**src/rtl/stopwatch_ctrl.sv**
```systemverilog
// Stopwatch control core: run/pause/adjust/clear sequencing, MM:SS BCD count and blink flags.
// Optional lap-hold display feature is enabled by defining STOPWATCH_LAP_EN.
module stopwatch_ctrl #(
  parameter int MAX_MIN = 59
) (
  input  logic       CLK_REF,
  input  logic       CLK_RES_N,
  input  logic       TICK_1HZ,
  input  logic       TICK_2HZ,
  input  logic       BTN_PAUSE,
  input  logic       BTN_RST,
  input  logic       BTN_ADJ,
  input  logic       BTN_SEL,
`ifdef STOPWATCH_LAP_EN
  input  logic       BTN_LAP,
`endif
  output logic [3:0] MIN_TENS,
  output logic [3:0] MIN_ONES,
  output logic [3:0] SEC_TENS,
  output logic [3:0] SEC_ONES,
  output logic       BLANK_MIN,
  output logic       BLANK_SEC,
  output logic [1:0] STATE
);

  localparam logic [1:0] ST_PAUSED = 2'b00;
  localparam logic [1:0] ST_RUN    = 2'b01;
  localparam logic [1:0] ST_ADJUST = 2'b10;
  localparam logic [3:0] MAX_T     = 4'(MAX_MIN / 10);
  localparam logic [3:0] MAX_O     = 4'(MAX_MIN % 10);

  logic       r_tick1_q, r_tick2_q, r_pause_q, r_rst_q;
  logic [1:0] r_state;
  logic       r_phase;
  logic [3:0] r_min_t, r_min_o, r_sec_t, r_sec_o;
  logic       r_blank_min, r_blank_sec;

  logic       w_rise1, w_rise2, w_rise_pause, w_rise_rst;
  logic       w_sec_wrap, w_min_wrap;
  logic [3:0] w_sec_inc_t, w_sec_inc_o, w_min_inc_t, w_min_inc_o;
  logic [1:0] w_nxt_state;
  logic       w_nxt_phase;
  logic [3:0] w_nxt_min_t, w_nxt_min_o, w_nxt_sec_t, w_nxt_sec_o;

  assign w_rise1      = TICK_1HZ  & ~r_tick1_q;
  assign w_rise2      = TICK_2HZ  & ~r_tick2_q;
  assign w_rise_pause = BTN_PAUSE & ~r_pause_q;
  assign w_rise_rst   = BTN_RST   & ~r_rst_q;

  // Per-field BCD increments; each wraps on its own, carry is applied only in RUN.
  assign w_sec_wrap  = (r_sec_t == 4'd5) && (r_sec_o == 4'd9);
  assign w_sec_inc_o = (r_sec_o == 4'd9) ? 4'd0 : r_sec_o + 4'd1;
  assign w_sec_inc_t = (r_sec_o != 4'd9) ? r_sec_t : (w_sec_wrap ? 4'd0 : r_sec_t + 4'd1);
  assign w_min_wrap  = (r_min_t == MAX_T) && (r_min_o == MAX_O);
  assign w_min_inc_o = (w_min_wrap || r_min_o == 4'd9) ? 4'd0 : r_min_o + 4'd1;
  assign w_min_inc_t = w_min_wrap ? 4'd0 : ((r_min_o == 4'd9) ? r_min_t + 4'd1 : r_min_t);

  always_comb begin
    w_nxt_state = r_state;
    w_nxt_phase = r_phase ^ w_rise2;
    w_nxt_min_t = r_min_t;
    w_nxt_min_o = r_min_o;
    w_nxt_sec_t = r_sec_t;
    w_nxt_sec_o = r_sec_o;
    if (w_rise_rst) begin
      w_nxt_state = ST_PAUSED;
      w_nxt_min_t = 4'd0;
      w_nxt_min_o = 4'd0;
      w_nxt_sec_t = 4'd0;
      w_nxt_sec_o = 4'd0;
    end else if (BTN_ADJ) begin
      w_nxt_state = ST_ADJUST;
      if (r_state != ST_ADJUST) begin
        w_nxt_phase = 1'b0;
      end else if (w_rise2) begin
        if (BTN_SEL) begin
          w_nxt_sec_t = w_sec_inc_t;
          w_nxt_sec_o = w_sec_inc_o;
        end else begin
          w_nxt_min_t = w_min_inc_t;
          w_nxt_min_o = w_min_inc_o;
        end
      end
    end else if (r_state == ST_ADJUST) begin
      w_nxt_state = ST_PAUSED;
    end else begin
      if (w_rise_pause)
        w_nxt_state = (r_state == ST_RUN) ? ST_PAUSED : ST_RUN;
      // Tick uses the pre-transition state, so a coincident pause press still counts when running.
      if (r_state == ST_RUN && w_rise1) begin
        w_nxt_sec_t = w_sec_inc_t;
        w_nxt_sec_o = w_sec_inc_o;
        if (w_sec_wrap) begin
          w_nxt_min_t = w_min_inc_t;
          w_nxt_min_o = w_min_inc_o;
        end
      end
    end
  end

  always_ff @(posedge CLK_REF or negedge CLK_RES_N) begin
    if (!CLK_RES_N) begin
      r_tick1_q   <= 1'b1;
      r_tick2_q   <= 1'b1;
      r_pause_q   <= 1'b1;
      r_rst_q     <= 1'b1;
      r_state     <= ST_PAUSED;
      r_phase     <= 1'b0;
      r_min_t     <= 4'd0;
      r_min_o     <= 4'd0;
      r_sec_t     <= 4'd0;
      r_sec_o     <= 4'd0;
      r_blank_min <= 1'b0;
      r_blank_sec <= 1'b0;
    end else begin
      r_tick1_q   <= TICK_1HZ;
      r_tick2_q   <= TICK_2HZ;
      r_pause_q   <= BTN_PAUSE;
      r_rst_q     <= BTN_RST;
      r_state     <= w_nxt_state;
      r_phase     <= w_nxt_phase;
      r_min_t     <= w_nxt_min_t;
      r_min_o     <= w_nxt_min_o;
      r_sec_t     <= w_nxt_sec_t;
      r_sec_o     <= w_nxt_sec_o;
      r_blank_min <= (w_nxt_state == ST_ADJUST) && !BTN_SEL && w_nxt_phase;
      r_blank_sec <= (w_nxt_state == ST_ADJUST) &&  BTN_SEL && w_nxt_phase;
    end
  end

  assign STATE     = r_state;
  assign BLANK_MIN = r_blank_min;
  assign BLANK_SEC = r_blank_sec;

`ifdef STOPWATCH_LAP_EN
  logic       r_lap_q, r_hold;
  logic [3:0] r_disp_min_t, r_disp_min_o, r_disp_sec_t, r_disp_sec_o;
  logic       w_rise_lap, w_nxt_hold;

  assign w_rise_lap = BTN_LAP & ~r_lap_q;

  // Display tracks the live count whenever not holding; latching simply stops the reload.
  always_comb begin
    w_nxt_hold = r_hold;
    if (w_rise_rst || (BTN_ADJ && r_state != ST_ADJUST))
      w_nxt_hold = 1'b0;
    else if (w_rise_lap && r_state == ST_RUN && !BTN_ADJ)
      w_nxt_hold = ~r_hold;
  end

  always_ff @(posedge CLK_REF or negedge CLK_RES_N) begin
    if (!CLK_RES_N) begin
      r_lap_q      <= 1'b1;
      r_hold       <= 1'b0;
      r_disp_min_t <= 4'd0;
      r_disp_min_o <= 4'd0;
      r_disp_sec_t <= 4'd0;
      r_disp_sec_o <= 4'd0;
    end else begin
      r_lap_q <= BTN_LAP;
      r_hold  <= w_nxt_hold;
      if (!w_nxt_hold) begin
        r_disp_min_t <= w_nxt_min_t;
        r_disp_min_o <= w_nxt_min_o;
        r_disp_sec_t <= w_nxt_sec_t;
        r_disp_sec_o <= w_nxt_sec_o;
      end
    end
  end

  assign MIN_TENS = r_disp_min_t;
  assign MIN_ONES = r_disp_min_o;
  assign SEC_TENS = r_disp_sec_t;
  assign SEC_ONES = r_disp_sec_o;
`else
  assign MIN_TENS = r_min_t;
  assign MIN_ONES = r_min_o;
  assign SEC_TENS = r_sec_t;
  assign SEC_ONES = r_sec_o;
`endif

endmodule

```
**config.mk**
```make
export PLATFORM = sky130hd
export DESIGN_NAME = stopwatch_ctrl
export DESIGN_NICKNAME = d
export VERILOG_FILES = /design/src/rtl/stopwatch_ctrl.sv
export SDC_FILE = /design/constraint.sdc
export NUM_CORES = 1
export LEC_CHECK = 0
export CAP_MARGIN = 0
export CORE_ASPECT_RATIO = 1.5
export CORE_UTILIZATION = 55
export CTS_CLUSTER_DIAMETER = 50
export DETAILED_ROUTE_END_ITERATION = 10
export HOLD_SLACK_MARGIN = 0.12
export MAX_ROUTING_LAYER = met4
export PLACE_DENSITY_LB_ADDON = 0.2
export REMOVE_ABC_BUFFERS = 1
export SLEW_MARGIN = 20
export SYNTH_ARGS = -nofsm -noshare
export SYNTH_HDL_FRONTEND = slang
export SYNTH_SLANG_ARGS = --single-unit
```
**constraint.sdc**
```tcl
create_clock -name CLK_REF -period 4.5 [get_ports CLK_REF]
set_input_delay 0.9 -clock CLK_REF [delete_from_list [all_inputs] [get_ports CLK_REF]]
set_output_delay 0.9 -clock CLK_REF [all_outputs]
set_load 0.02 [all_outputs]
```
==> results of run 1 <==
[per-layer routing]
layer / up-vias / wire (µm)
li1: 555 / -
met1: 589 / 1240
met2: 27 / 1540
met3: 6 / 81
met4: 0 / 50
met5: - / 0
[power by group]
part           switching (mW)  internal (mW)
sequential             0.0462          0.260
clock                  0.0670         0.0347
combinational           0.111          0.109
total                   0.225          0.403
[logic make-up after synthesis]
family,after synthesis,share of synthesized area
AOI/OAI and AO/OA,32,0.166
xor gates and xnor gates,2,0.0119
adders and majority gates,8,0.0681
buffers and inverters,13,0.0460
DFF,25,0.429
muxes,6,0.0451
and+or+nand+nor,50,0.233
[layout make-up]
cell class	instances	area (µm²)	share of cell area
Clock buffer	4	26.3	0.0150
Inverter	7	26.3	0.0150
Multi-Input combinational cell	98	771	0.441
Sequential cell	25	631	0.361
Tap cell	24	30.0	0.0172
Timing Repair Buffer	27	265	0.152
[cells in the final DEF, fill, tap and decap left out, drive strengths merged, types with 5 or more instances in the layout]
master	synthesis	routed
clkdlybuf4s50	0	26
dfrtp	21	21
ha	8	8
inv	7	7
nand2	11	11
nand3	5	5
o21ai	5	5
or3	5	5
[worst paths after layout]
path,from,endpoint,slack (ns),cells past startpoint
setup / recovery,BTN_RST,MIN_TENS[3],1.87,5
hold / removal,CLK_RES_N,SEC_ONES[0],0.55,1
setup reg to reg,r_rst_q,MIN_TENS[3],2.30,4
hold reg to reg,SEC_ONES[2],SEC_ONES[2],0.59,2
max in group asynchronous,CLK_RES_N,r_pause_q,3.57,1
min in group CLK_REF,SEC_ONES[2],SEC_ONES[2],0.59,2
[state kept, by name (all words and copies together) (netlist names)]
| signal | count |
|---|---|
| BLANK_MIN | 1 |
| BLANK_SEC | 1 |
| MIN_ONES | 4 |
| MIN_TENS | 4 |
| SEC_ONES | 4 |
| SEC_TENS | 4 |
| STATE | 2 |
| r_pause_q | 1 |
| r_phase | 1 |
| r_rst_q | 1 |
| r_tick1_q | 1 |
| r_tick2_q | 1 |
[worst register-to-register path, stage by stage, from the launching register on]
cell,delay [ns]
dfstp_2,0.55
nand2b_1,0.57
o21ai_0,0.32
or4_1,0.54
o21ai_0,0.16
[metrics by stage]
| step | setup WS (ns) | hold slack (ns) |
|---|---|---|
| floorplan | 2.34 | 0.555 |
| finish | 1.87 | 0.547 |
| global route | 1.75 | 0.574 |
| detailed placement | 1.53 | 0.568 |
| global placement | 1.69 | 0.540 |
| CTS | 1.89 | 0.591 |
==> metrics.csv, run 1 <==
stage,metric,value,unit
layout,Fillers,189,
sta,Layout Skew,0.00257,ns
route,Final Routed Wirelength,2910,µm
layout,"Cell Count, Final, Fillers Out",185,
outcome,status,"finished, final reports clean",
logic_synthesis,"flops & latches, synth",25,
worst_setup_path,CP required,4.75,ns
sta,Setup Viol. Count Final,0,
route,vias,1177,
placed_design,DP Area,1730,µm²
worst_setup_path,Worst Setup Start Kind,input pin,
logic_synthesis,most common cell in the netlist,dfrtp_1,
route,Via density,6.36,
sta,crit path time final,2.63,ns
clocking,Root Driver,clkbuf_4,
logic_synthesis,count of different cell masters after synthesis,52,
sta,Total Negative Setup Slacks,0,ns
floorplanning,Rows,22,
sta,period utilisation layout,0.585,
layout,final core area utilization,0.706,
clocking,CTS tree,built,
clocking,CTS buffer count,3,
hold_path,Worst Hold Class,input pin to asynchronous set/reset pin,
logic_synthesis,number of synthesized flops with an enable pin,0,
pwr,leakage power,0.736,nW
global_routing,pin count of the biggest net entering global routing,26,
global_routing,initial antenna violation count,0,
route,DRT iter0 DRCs,28,
clocking,Skew-Pair Late Insertion Delay,0.32,ns
logic_synthesis,sequential share of the synthesized area,0.429,
route,drt pass-1 iters,6,
logic_synthesis,Synth warnings,0,
worst_setup_path,CP peak stage delay,0.54,ns
logic_synthesis,Mapped Cells,136,
global_routing,global-route wire length before repair,4910,µm
global_routing,most used routing layer,met2,
global_routing,vias in the first global route,1143,
worst_setup_path,CP max stage cell,or4_1,
placed_design,Port Buffers,27,
worst_setup_path,Crit path buffers/inverters,1,
logic_synthesis,top_reg_cell synth,dfrtp_1,
clocking,postcts setup bufs,0,
global_routing,total global routing overflow,0,
sta,unrepaired setup endpoints after global routing,false,
floorplanning,Die Span X,44.2,µm
global_routing,GR Util met2,0.388,
placed_design,DPL Wire Length,2090,µm
pwr,maximum vdd drop,0.223,mV
layout,# nets final,178,
clocking,worst-case clock buffer depth,2,
clocking,post-CTS resize count,0,
placed_design,GPL Wtd Cong,0.806,
placed_design,Cell Count Post-Placement,181,
layout,Final Instance Area,1750,µm²
logic_synthesis,Post-synth top cells,"21 x dfrtp_1, 11 x nand2_1, 8 x ha_1, 7 x inv_1",
worst_setup_path,crit path max fanout,21,
worst_setup_path,cell family with most CP delay,simple AND/OR/NAND/NOR gates,
sta,Slew Limit Fails,0,
layout,# diodes,0,
logic_synthesis,post-synthesis cell area,1470,µm²
flow_run,Max-Cap Viols,0,
route,DRC Markers,0,
clocking,clock-pin slew on the worst setup and hold paths,0.13,ns
pwr,Pwr Total,628,µW
layout,layout cells sized above 1,0.118,
route,number of routed nets with antenna violations,0,
worst_setup_path,cell mode on critical path,o21ai_0,
logic_synthesis,Post-synth ARST share,1.00,
worst_setup_path,arrival time worst endpoint,2.88,ns
sta,worst slew pin tran,0.768,ns
floorplanning,die area,2890,µm²
clocking,clk sinks,25,
layout,Syn-to-layout area delta,19.1,%
floorplanning,Die Ht,65.3,µm
logic_synthesis,Post-Syn Area per Cell,10.8,µm²
worst_setup_path,Worst Setup Path Type,input pin to flop,
route,wire per inst,15.7,µm
sta,fmax,380,MHz
logic_synthesis,synth top area cells,"dfrtp_1 36%, dfstp_2 7.2%, ha_1 6.8%, nand2_1 2.8%, mux2i_1 2.7%",
worst_setup_path,crit-path cells,clkdlybuf4s50_1 -> nand2b_1 -> o21ai_0 -> or4_1 -> o21ai_0,
floorplanning,Initial Util,0.593,
sta,endpoints failing hold,0,
global_routing,overall routing resource usage,0.233,
floorplanning,Core ar.,2480,µm²
logic_synthesis,Yosys top cell by area,dfrtp_1,
clocking,hold-fix buffer count after cts,0,
floorplanning,IO Pins,28,
clocking,CTS H-tree lvls,1,
pwr,Power per Cell Area,359,nW/µm²
logic_synthesis,Synth top area share,0.358,
worst_setup_path,critical path endpoint category,flop,
global_routing,grt met3 use,0.0302,
global_routing,met1 Resource Use GR,0.266,
sta,Slew Limit Headroom,0.487,
Note: power is estimated with default switching activity, not from simulation.
==> run 2: changes to the inputs <==
Settings changed: CORE_UTILIZATION 55 to 46.
Clock period 4.5 ns to 2.16 ns, I/O delays scaled along.
==> metrics.csv, run 2 (synthesis gave the netlist of run 1 again) <==
stage,metric,value,unit
sta,worst slew pin tran,0.412,ns
worst_setup_path,CP peak stage delay,0.42,ns
worst_setup_path,Crit path buffers/inverters,1,
layout,# nets final,183,
sta,Total Negative Setup Slacks,0,ns
floorplanning,Die Ht,71.2,µm
flow_run,Max-Cap Viols,0,
layout,# diodes,0,
floorplanning,Die Span X,48.1,µm
floorplanning,Core ar.,2970,µm²
sta,period utilisation layout,0.887,
clocking,Root Driver,clkbuf_8,
route,drt pass-1 iters,4,
floorplanning,Initial Util,0.494,
sta,fmax,522,MHz
clocking,post-CTS resize count,0,
route,Final Routed Wirelength,2970,µm
floorplanning,IO Pins,28,
worst_setup_path,CP required,2.32,ns
clocking,clock-pin slew on the worst setup and hold paths,0.09,ns
floorplanning,die area,3430,µm²
route,Via density,5.70,
global_routing,overall routing resource usage,0.191,
placed_design,DPL Wire Length,2260,µm
route,wire per inst,14.5,µm
worst_setup_path,crit-path cells,inv_1 -> ha_1 -> and3b_1 -> nand4_4 -> a31oi_1 -> mux2_2,
worst_setup_path,Worst Setup Path Type,flop to flop,
pwr,Power per Cell Area,756,nW/µm²
hold_path,Worst Hold Class,input pin to asynchronous set/reset pin,
route,DRT iter0 DRCs,19,
worst_setup_path,crit path max fanout,9,
sta,Setup Viol. Count Final,0,
sta,endpoints failing hold,0,
global_routing,total global routing overflow,0,
global_routing,initial antenna violation count,0,
worst_setup_path,arrival time worst endpoint,2.07,ns
route,number of routed nets with antenna violations,0,
global_routing,pin count of the biggest net entering global routing,26,
placed_design,Setup WS pre-CTS,0.0775,ns
clocking,Skew-Pair Late Insertion Delay,0.26,ns
sta,unrepaired setup endpoints after global routing,false,
global_routing,vias in the first global route,1119,
placed_design,GPL Wtd Cong,0.857,
clocking,CTS tree,built,
clocking,CTS H-tree lvls,1,
worst_setup_path,cell family with most CP delay,simple AND/OR/NAND/NOR gates,
worst_setup_path,Worst Setup Start Kind,flop,
global_routing,global-route wire length before repair,4730,µm
route,vias,1168,
outcome,status,"finished, final reports clean",
floorplanning,Rows,24,
sta,Layout Skew,0.00293,ns
worst_setup_path,CP max stage cell,dfrtp_1,
clocking,postcts setup bufs,0,
clocking,CTS buffer count,3,
sta,Worst Slack Setup Final,0.244,ns
layout,most frequent cells in the layout,"27 x clkdlybuf4s50_1, 21 x dfrtp_1, 11 x nand2_1",
sta,Slew Limit Headroom,0.722,
sta,Slew Limit Fails,0,
clocking,clk sinks,25,
route,DRC Markers,0,
worst_setup_path,critical path endpoint category,flop,
layout,Syn-to-layout area delta,24.6,%
clocking,hold-fix buffer count after cts,0,
layout,layout cells sized above 1,0.145,
pwr,leakage power,0.771,nW
layout,Fillers,245,
pwr,maximum vdd drop,0.558,mV
clocking,worst-case clock buffer depth,2,
sta,crit path time final,1.92,ns
placed_design,Port Buffers,27,
layout,"most common cell after layout, fill and taps aside",clkdlybuf4s50_1,
run 2: changes by cell type in the layout (fill, tap and decap cells not counted):
| cell | change |
|---|---|
| clkdlybuf4s50_1 | +1 |
| clkbuf_4 | -3 |
| buf_2 | -1 |
| buf_4 | +5 |
| clkinv_2 | +1 |
| clkbuf_1 | -1 |
| clkbuf_8 | +3 |
run 2: worst reg2reg max path, stage by stage (launching register included):
cell and delay [ns]:
dfrtp_1 0.42, inv_1 0.07, ha_1 0.12, and3b_1 0.37
nand4_4 0.19, a31oi_1 0.28, mux2_2 0.36
run 2: through the flow:
step           utilization  instances  cell area (µm²)  power [mW]  hold WS, ns
2_1_floorplan            -        130             1430       0.896        0.136
3_3_place_gp         0.600        201             1780        1.10        0.539
3_5_place_dp         0.600        201             1780        1.12        0.554
4_1_cts              0.616        205             1830        1.40        0.536
5_1_grt              0.616        205             1830        1.46        0.546
6_report             0.616        205             1830        1.38        0.523
run 2: final timing paths:
check                            start          end  slack (ns)  cells after the start
min reg2reg                SEC_ONES[3]  SEC_ONES[3]        0.58                      1
max reg2reg                SEC_ONES[1]  MIN_TENS[0]        0.24                      6
max                        SEC_ONES[1]  MIN_TENS[0]        0.24                      6
max in group asynchronous    CLK_RES_N    r_pause_q        1.35                      2
min                          CLK_RES_N    BLANK_MIN        0.52                      2
min in group CLK_REF       SEC_ONES[3]  SEC_ONES[3]        0.58                      1
run 2: layer usage:
layer | vias up | track usage | part of all wire
met5 | - | - | 0
met1 | 568 | 0.212 | 0.41
li1 | 562 | - | -
met3 | 2 | 0.0302 | 0.036
met4 | 0 | 0.0494 | 0.0071
met2 | 36 | 0.333 | 0.55
run 2: cell type report:
| class | count | area, µm² | share of cell area |
|---|---|---|---|
| Timing Repair Buffer | 32 | 308 | 0.168 |
| Sequential cell | 25 | 631 | 0.344 |
| Clock inverter | 1 | 5.00 | 0.00273 |
| Inverter | 7 | 26.3 | 0.0144 |
| Multi-Input combinational cell | 98 | 771 | 0.421 |
| Clock buffer | 3 | 41.3 | 0.0226 |
| Tap cell | 39 | 48.8 | 0.0267 |
run 2: where the power goes:
part	total [mW]	internal [mW]	switching (mW)
Combinational	0.473	0.236	0.237
Sequential	0.633	0.541	0.0920
Clock	0.278	0.129	0.149
==> run 3: changes to the inputs <==
Settings changed: RECOVER_POWER set to 100.
Clock period 2.16 ns to 1.6 ns, I/O delays scaled along.
==> metrics.csv, run 3 (synthesis gave the netlist of run 1 again) <==
stage,metric,value,unit
outcome,status,"finished, violations left",
outcome,failing checks,negative setup slack,
layout,"most common cell after layout, fill and taps aside",buf_4,
route,DRT iter0 DRCs,34,
layout,Fillers,214,
worst_setup_path,critical path endpoint category,flop,
clocking,worst-case clock buffer depth,2,
clocking,clock-pin slew on the worst setup and hold paths,0.09,ns
route,metal3 WL,145,µm
worst_setup_path,CP max stage cell,dlygate4sd3_1,
worst_setup_path,worst setup path start,TICK_1HZ,
worst_setup_path,Worst Setup Path Type,input pin to flop,
worst_setup_path,crit-path cells,dlygate4sd3_1 -> and2b_1 -> nand4_4 -> and3_4 -> mux2_4,
layout,# diodes,0,
sta,worst slew pin tran,0.624,ns
placed_design,DPL Wire Length,2560,µm
sta,Setup Viol. Count Final,9,
clocking,Root Driver,clkbuf_8,
placed_design,DP Area,1960,µm²
pwr,maximum vdd drop,0.804,mV
worst_setup_path,Worst Reg2Reg Path Length in Cells,6,
worst_setup_path,Worst Setup EP,MIN_ONES[0],
floorplanning,Die Span X,48.1,µm
route,M1 WL,1490,µm
placed_design,Port Buffers,27,
sta,Worst Slack Setup Final,-0.0795,ns
route,vias,1357,
sta,Slew Limit Headroom,0.584,
worst_setup_path,CP required,1.77,ns
layout,layout cells sized above 1,0.345,
floorplanning,Die Ht,71.2,µm
placed_design,GPL Wtd Cong,0.816,
global_routing,initial antenna violation count,0,
clocking,CTS H-tree lvls,1,
worst_setup_path,arrival time worst endpoint,1.85,ns
sta,Slew Limit Fails,0,
clocking,Skew-Pair Late Insertion Delay,0.27,ns
sta,period utilisation layout,1.05,
layout,Final Instance Area,2140,µm²
flow_run,Max-Cap Viols,0,
route,Final Routed Wirelength,3890,µm
global_routing,vias in the first global route,1316,
route,highest routed layer,met4,
sta,crit path time final,1.68,ns
worst_setup_path,Crit path buffers/inverters,1,
layout,most frequent cells in the layout,"25 x buf_4, 21 x dfrtp_1, 17 x dlygate4sd2_1",
worst_setup_path,cell family with most CP delay,simple AND/OR/NAND/NOR gates,
route,DRC Markers,0,
layout,final core area utilization,0.719,
clocking,CTS buffer count,3,
worst_setup_path,CP peak stage delay,0.55,ns
floorplanning,Core ar.,2970,µm²
route,wire per inst,16.5,µm
route,drt pass-1 iters,4,
floorplanning,Rows,24,
worst_setup_path,Worst Setup Start Kind,input pin,
layout,# nets final,214,
layout,area occupied by multi-input gates,883,µm²
route,number of routed nets with antenna violations,0,
floorplanning,IO Pins,28,
layout,Storage cell area,631,µm²
global_routing,global-route wire length before repair,5870,µm
clocking,clk sinks,25,
route,Via density,5.75,
hold_path,Worst Hold Class,input pin to asynchronous set/reset pin,
route,met2 routed WL,2120,µm
sta,endpoints failing hold,0,
floorplanning,die area,3430,µm²
global_routing,overall routing resource usage,0.246,
pwr,Power per Cell Area,915,nW/µm²
sta,fmax,595,MHz
worst_setup_path,RR Endpoint,MIN_ONES[0],
floorplanning,Initial Util,0.494,
sta,Layout Skew,0.00124,ns
sta,unrepaired setup endpoints after global routing,true,
pwr,leakage power,0.970,nW
global_routing,total global routing overflow,0,
worst_setup_path,flop2flop setup slack,-0.06,ns
worst_setup_path,CP Depth,5,
global_routing,pin count of the biggest net entering global routing,26,
layout,Syn-to-layout area delta,45.5,%
worst_setup_path,worst reg2reg path startpoint,SEC_TENS[1],
worst_setup_path,crit path max fanout,5,
clocking,CTS tree,built,
==> run 3: cell count changes in the layout (fill, tap and decap cells not counted), sizes merged <==
cell | previous run | this run
dlygate4sd3 | 0 | 4
buf | 5 | 28
dlygate4sd2 | 0 | 17
clkdlybuf4s50 | 27 | 5
clkbuf | 3 | 13
clkinv | 1 | 0
==> run 3: worst min path at each step <==
stage	startpoint	end	slack [ns]	cells after the start
after global routing	BTN_PAUSE	r_pause_q	0.61	1
final	CLK_RES_N	STATE[0]	0.58	2
after CTS	CLK_RES_N	STATE[0]	0.42	2
after global placement	MIN_ONES[3]	MIN_ONES[3]	0.54	2
after detailed placement	MIN_ONES[3]	MIN_ONES[3]	0.57	2
after floorplan	CLK_RES_N	BLANK_MIN	0.02	0
==> run 3: per-layer routing <==
metal	up-vias	GRT usage
met5	-	-
met4	0	0.120
met3	17	0.0277
met2	55	0.410
met1	659	0.275
li1	626	-
==> run 3: worst register-to-register path, stage by stage, from the launching register on <==
cell	delay [ns]
dfrtp_1	0.40
inv_2	0.08
ha_4	0.12
and3b_2	0.22
nand4_4	0.16
and3_4	0.27
mux2_4	0.30
==> run 3: repair_timing <==
item	in CTS	in global routing
setup endpoints to repair	28	16
buffers inserted	5	2
gates resized for setup	39	12
hold buffers	0	0
pin swaps	9	7
==> run 3: stage by stage <==
step | TNS [ns] | cells | setup WS, ns | hold slack [ns] | total power, mW
floorplan | -0.861 | 130 | -0.231 | 0.0244 | 1.21
detailed placement | -4.07 | 225 | -0.346 | 0.565 | 1.57
CTS | -0.0548 | 234 | -0.0319 | 0.421 | 1.92
global route | -0.821 | 236 | -0.103 | 0.613 | 2.07
global placement | -3.43 | 225 | -0.308 | 0.539 | 1.55
finish | -0.332 | 236 | -0.0795 | 0.582 | 1.96
==> run 3: cell type report <==
cell class / instances / area share
clock buffers: 4 / 0.0211
flip-flops and latches: 25 / 0.295
multi-input cells: 98 / 0.413
well taps: 39 / 0.0228
inverters: 7 / 0.0123
repair buffers: 63 / 0.235
==> run 3: power breakdown <==
part           internal [mW]  switching (mW)
logic                  0.340           0.397
clock network          0.179           0.208
registers              0.731           0.102
